File: config.mk
export PLATFORM = sky130hd
export DESIGN_NAME = share_decoder
export DESIGN_NICKNAME = d
export VERILOG_FILES = /design/src/rtl/share_decoder.sv
export SDC_FILE = /design/constraint.sdc
export NUM_CORES = 1
export LEC_CHECK = 0
export CAP_MARGIN = 30
export CORE_MARGIN = 2
export CORE_UTILIZATION = 35
export CTS_CLUSTER_DIAMETER = 120
export DETAILED_ROUTE_END_ITERATION = 8
export PLACE_DENSITY_LB_ADDON = 0.08
export REMOVE_ABC_BUFFERS = 1
export SLEW_MARGIN = 20
export SYNTH_ARGS = -nofsm -noshare
export SYNTH_HDL_FRONTEND = slang
export SYNTH_SLANG_ARGS = --single-unit
File: constraint.sdc
create_clock -name C -period 2.5 [get_ports C]
set_input_delay 0.5 -clock C [delete_from_list [all_inputs] [get_ports C]]
set_output_delay 0.5 -clock C [all_outputs]
set_load 0.005 [all_outputs]
File: src/rtl/share_decoder.sv
// share_decoder: share-serial unmasking of one Boolean-masked word into its plain value.
// Latency: last share accepted at edge t -> out_valid in cycle t+1 (t+2 with SHARE_DECODER_INREG_EN).
// Backpressure: out_valid/out_data hold until out_ready; in_ready stays 0 for that whole time.
//
// Ports:
//   C          clock, rising edge
//   R          synchronous active-high reset
//   in_valid   share on in_share is valid
//   in_ready   decoder accepts a share this cycle (registered state decode)
//   in_share   current share, arriving in index order 0..NSHARES-1
//   out_valid  out_data holds a recombined word
//   out_ready  consumer accepts out_data
//   out_data   recombined word, forced to 0 while out_valid=0
//
// Optional build macro SHARE_DECODER_INREG_EN: adds a WIDTH-bit input register
// (plus first/last flags) in front of the accumulator, and a FLUSH state that
// drains it. Port list is the same in both builds.
module share_decoder #(
  parameter int WIDTH   = 8,
  parameter int NSHARES = 3
) (
  input  logic             C,
  input  logic             R,
  input  logic             in_valid,
  output logic             in_ready,
  input  logic [WIDTH-1:0] in_share,
  output logic             out_valid,
  input  logic             out_ready,
  output logic [WIDTH-1:0] out_data
);

  localparam int            CW       = (NSHARES > 1) ? $clog2(NSHARES) : 1;
  localparam logic [CW-1:0] CNT_LAST = CW'(NSHARES - 1);

`ifdef SHARE_DECODER_INREG_EN
  typedef enum logic [1:0] {
    ACC   = 2'd0,
    OUT   = 2'd1,
    FLUSH = 2'd2
  } state_e;
`else
  typedef enum logic [1:0] {
    ACC = 2'd0,
    OUT = 2'd1
  } state_e;
`endif

  state_e            state_q, state_d;
  logic [CW-1:0]     cnt_q, cnt_d;
  logic [WIDTH-1:0]  acc_q, acc_d;
  logic              accept;
  logic              cnt_last;

`ifdef SHARE_DECODER_INREG_EN
  // Glitch barrier: the share bus never feeds the accumulator XOR directly.
  logic [WIDTH-1:0]  inr_dat_q, inr_dat_d;
  logic              inr_vld_q, inr_vld_d;
  logic              inr_first_q, inr_first_d;
  logic              inr_last_q, inr_last_d;
`endif

  // Only a state decode, so in_ready has no combinational path from out_ready.
  assign in_ready  = (state_q == ACC);
  assign out_valid = (state_q == OUT);
  // Partial accumulator contents must never leak onto the output bus.
  assign out_data  = acc_q & {WIDTH{out_valid}};

  assign accept   = in_valid & in_ready;
  assign cnt_last = (cnt_q == CNT_LAST);

  always_comb begin
    state_d = state_q;
    cnt_d   = cnt_q;
    acc_d   = acc_q;

    if (accept) begin
      cnt_d = cnt_last ? '0 : cnt_q + CW'(1);
    end

`ifdef SHARE_DECODER_INREG_EN
    inr_vld_d   = accept;
    inr_dat_d   = accept ? in_share : inr_dat_q;
    inr_first_d = accept ? (cnt_q == '0) : inr_first_q;
    inr_last_d  = accept ? cnt_last : inr_last_q;

    // First share of a word is loaded, never XORed with the stale word.
    if (inr_vld_q) begin
      acc_d = inr_first_q ? inr_dat_q : (acc_q ^ inr_dat_q);
    end

    case (state_q)
      ACC:     if (accept && cnt_last) state_d = FLUSH;
      FLUSH:   if (inr_vld_q && inr_last_q) state_d = OUT;
      OUT:     if (out_ready) state_d = ACC;
      default: state_d = ACC;
    endcase
`else
    if (accept) begin
      acc_d = (cnt_q == '0) ? in_share : (acc_q ^ in_share);
    end

    case (state_q)
      ACC:     if (accept && cnt_last) state_d = OUT;
      OUT:     if (out_ready) state_d = ACC;
      default: state_d = ACC;
    endcase
`endif
  end

  always_ff @(posedge C) begin
    if (R) begin
      state_q <= ACC;
      cnt_q   <= '0;
      acc_q   <= '0;
`ifdef SHARE_DECODER_INREG_EN
      inr_dat_q   <= '0;
      inr_vld_q   <= 1'b0;
      inr_first_q <= 1'b0;
      inr_last_q  <= 1'b0;
`endif
    end else begin
      state_q <= state_d;
      cnt_q   <= cnt_d;
      acc_q   <= acc_d;
`ifdef SHARE_DECODER_INREG_EN
      inr_dat_q   <= inr_dat_d;
      inr_vld_q   <= inr_vld_d;
      inr_first_q <= inr_first_d;
      inr_last_q  <= inr_last_d;
`endif
    end
  end

endmodule

==> metrics.csv <==
stage,metric,value,unit
grt,GRT Residual Overflow,0,
sta,RSZ-0062 raised after global routing,no,
clock_network,post-CTS sizing,0,
grt,antenna violations before repair,0,
clock_network,root buffer selected by CTS,clkbuf_4,
power_and_ir_drop,maximum vdd drop,243,uV
synthesis,Commonest cells post-synth,"dfxtp_1, nor2b_1, a32o_1, and2_1, o21ai_0",
power_and_ir_drop,clock network power share,0.296,
power_and_ir_drop,PwrDens,466,mW/mm^2
synthesis,synth unique cells,19,
floorplanning,io pins,22,
place,Post-DP HPWL,890,um
flow_run,MaxCap Viol Count,0,
clock_network,clk sink count,11,
synthesis,sequential share of the synthesized area,0.346,
sta,Tmin final,2.00,ns
clock_network,Worst-path clk slew,0.07,ns
grt,vias in the first global route,535,
clock_network,clk buf depth,2,
place,Port Buffers,21,
synthesis,area fraction of the dominant cell type after synthesis,0.346,
routing,vias per cell,4.92,
sta,fmax,499,MHz
clock_network,H-tree depth,1,
clock_network,cts hold-fix bufs,0,
synthesis,number of synthesized flops with an enable pin,0,
grt,first-pass GRT wire length,2230,um
setup_path,CP Capture Type,output pin,
sta,setup ws final,0.496,ns
synthesis,ys flop type,dfxtp_1,
floorplanning,# rows,15,
cells_and_area,number of nets in the layout,104,
floorplanning,DIE WIDTH,46.7,um
synthesis,Syn Area/Cell,9.23,um^2
sta,final setup TNS,0,ns
power_and_ir_drop,Logic pwr share,0.218,
power_and_ir_drop,Int Pwr,306,uW
routing,DRT antenna net count,0,
power_and_ir_drop,sequential power share,0.485,
routing,Total Wirelength,1360,um
clock_network,Worst-Skew Late Latency,0.27,ns
power_and_ir_drop,Switching Share,0.260,
floorplanning,Die H,46.7,um
synthesis,dominant cell type by area after synthesis,dfxtp_1,
routing,WL/cell,11.7,um
floorplanning,Die Area,0.00218,mm^2
sta,Max Slew Vio Count,0,
cells_and_area,P&R area growth vs syn,39.7,%
synthesis,most common cell in the synthesized netlist,dfxtp_1,
place,Place WS,0.592,ns
power_and_ir_drop,leakage,0.000319,uW
synthesis,"top cells by area, synth","dfxtp_1, a32o_1, mux2_2",
sta,fin crit share,0.801,
clock_network,CTS tree,yes,
setup_path,Required @ worst endpoint,2.00,ns
place,dpl cell area,863,um^2
sta,worst slew pin tran,0.560,ns
cells_and_area,post-route cell area,890,um^2
clock_network,Setup Buffers After CTS,0,
setup_path,WP data arrival,1.50,ns
status,status,finished clean,
worst_hold_path,worst min path class,reg2reg,
routing,drt pass-1 iters,3,
grt,pin count of the biggest net entering global routing,20,
sta,final number of hold-violating endpoints,0,
cells_and_area,ant diodes,0,
synthesis,Yosys warning total,0,
setup_path,Crit Path Category,reg2out,
setup_path,startpoint types,flop,
synthesis,mapped cell area,637,um^2
routing,Initial DRC Count,2,
clock_network,Num CTS Buffers,3,
power_and_ir_drop,NetSw,108,uW
routing,number of remaining DRC errors,0,
synthesis,ys async rst share,0,
synthesis,Cells after Synth,69,
synthesis,synthesis-stage register bit count,11,
grt,GRT Overall Usage,0.152,
floorplanning,Core Region,0.00173,mm^2
sta,Final Skew,0.00276,ns
cells_and_area,layout cells sized above 1,0.154,
floorplanning,Starting Density,0.369,
sta,Setup Viol. Count Final,0,
setup_path,"Max FO, Critical Path",13,
place,RePlAce Congestion,0.646,
routing,vias,571,
sta,worst relative slew slack,0.626,
cell families after synthesis:
| kind of cell | after synthesis | synth area share |
|---|---|---|
| flip-flops | 11 | 0.346 |
| AO/OA/AOI/OAI | 18 | 0.210 |
| multiplexers | 9 | 0.163 |
| AND/OR/NAND/NOR | 23 | 0.216 |
| buffers and inverters | 8 | 0.0648 |
cell type report:
type	instances	area, um^2
fill	182	837
multi-input combinational	50	375
timing repair buffer	23	225
sequential	11	220
tap	25	31.3
clock buffer	4	26.3
inverter	3	11.3
state kept, by name, summed over array words and instances, names as in the netlist:
register / cells
acc_q: 8
cnt_q: 2
state_q: 1
power groups by stage:
stage	Clock, uW	Combinational (uW)	Sequential (uW)
2_1_floorplan	0	55.1	202
3_3_place_gp	0	88.1	205
3_5_place_dp	0	90.6	205
4_1_cts	132	91.0	201
5_1_grt	139	100	203
6_report	123	90.5	201
cell usage in the layout, fill, tap and decap left out:
cell type	n
nand3b_1	1
and2_1	8
a32o_1	8
buf_4	2
dfxtp_1	11
nor2b_1	9
clkdlybuf4s50_1	21
a21oi_1	1
inv_1	2
nand2b_1	1
mux2_2	7
a32oi_1	1
nor2_2	1
mux2_4	1
clkinv_1	1
clkbuf_1	1
mux2i_1	1
o21ai_0	8
clkbuf_4	3
nor2_1	3
metrics by stage:
stage	hold slack, ns	utilization	std cells	power, uW
after floorplan	0.476	-	64	258
after global placement	0.508	0.500	112	293
after detailed placement	0.515	0.500	112	296
after CTS	0.524	0.515	116	424
after global routing	0.552	0.515	116	443
final	0.514	0.515	116	414
worst max-delay path, cell delays in order, from the launching register on:
cell,delay (ns)
dfxtp_1,0.54
and2_1,0.19
clkdlybuf4s50_1,0.50
per-layer routing:
layer / track usage / routed length [um] / up-vias
li1: - / - / 291
met1: 0.164 / 635 / 260
met2: 0.250 / 601 / 16
met3: 0.0745 / 92 / 4
met4: 0.0667 / 25 / 0
met5: 0 / 0 / -
worst paths after layout:
path,from,end,slack [ns],cells after the start
max,state_q[0],out_data[3],0.50,2
max reg2reg,state_q[0],acc_q[2],1.03,4
min,cnt_q[1],cnt_q[1],0.51,2
min reg2reg,cnt_q[1],cnt_q[1],0.51,2
No activity file was read; power rests on OpenSTA's default activity.
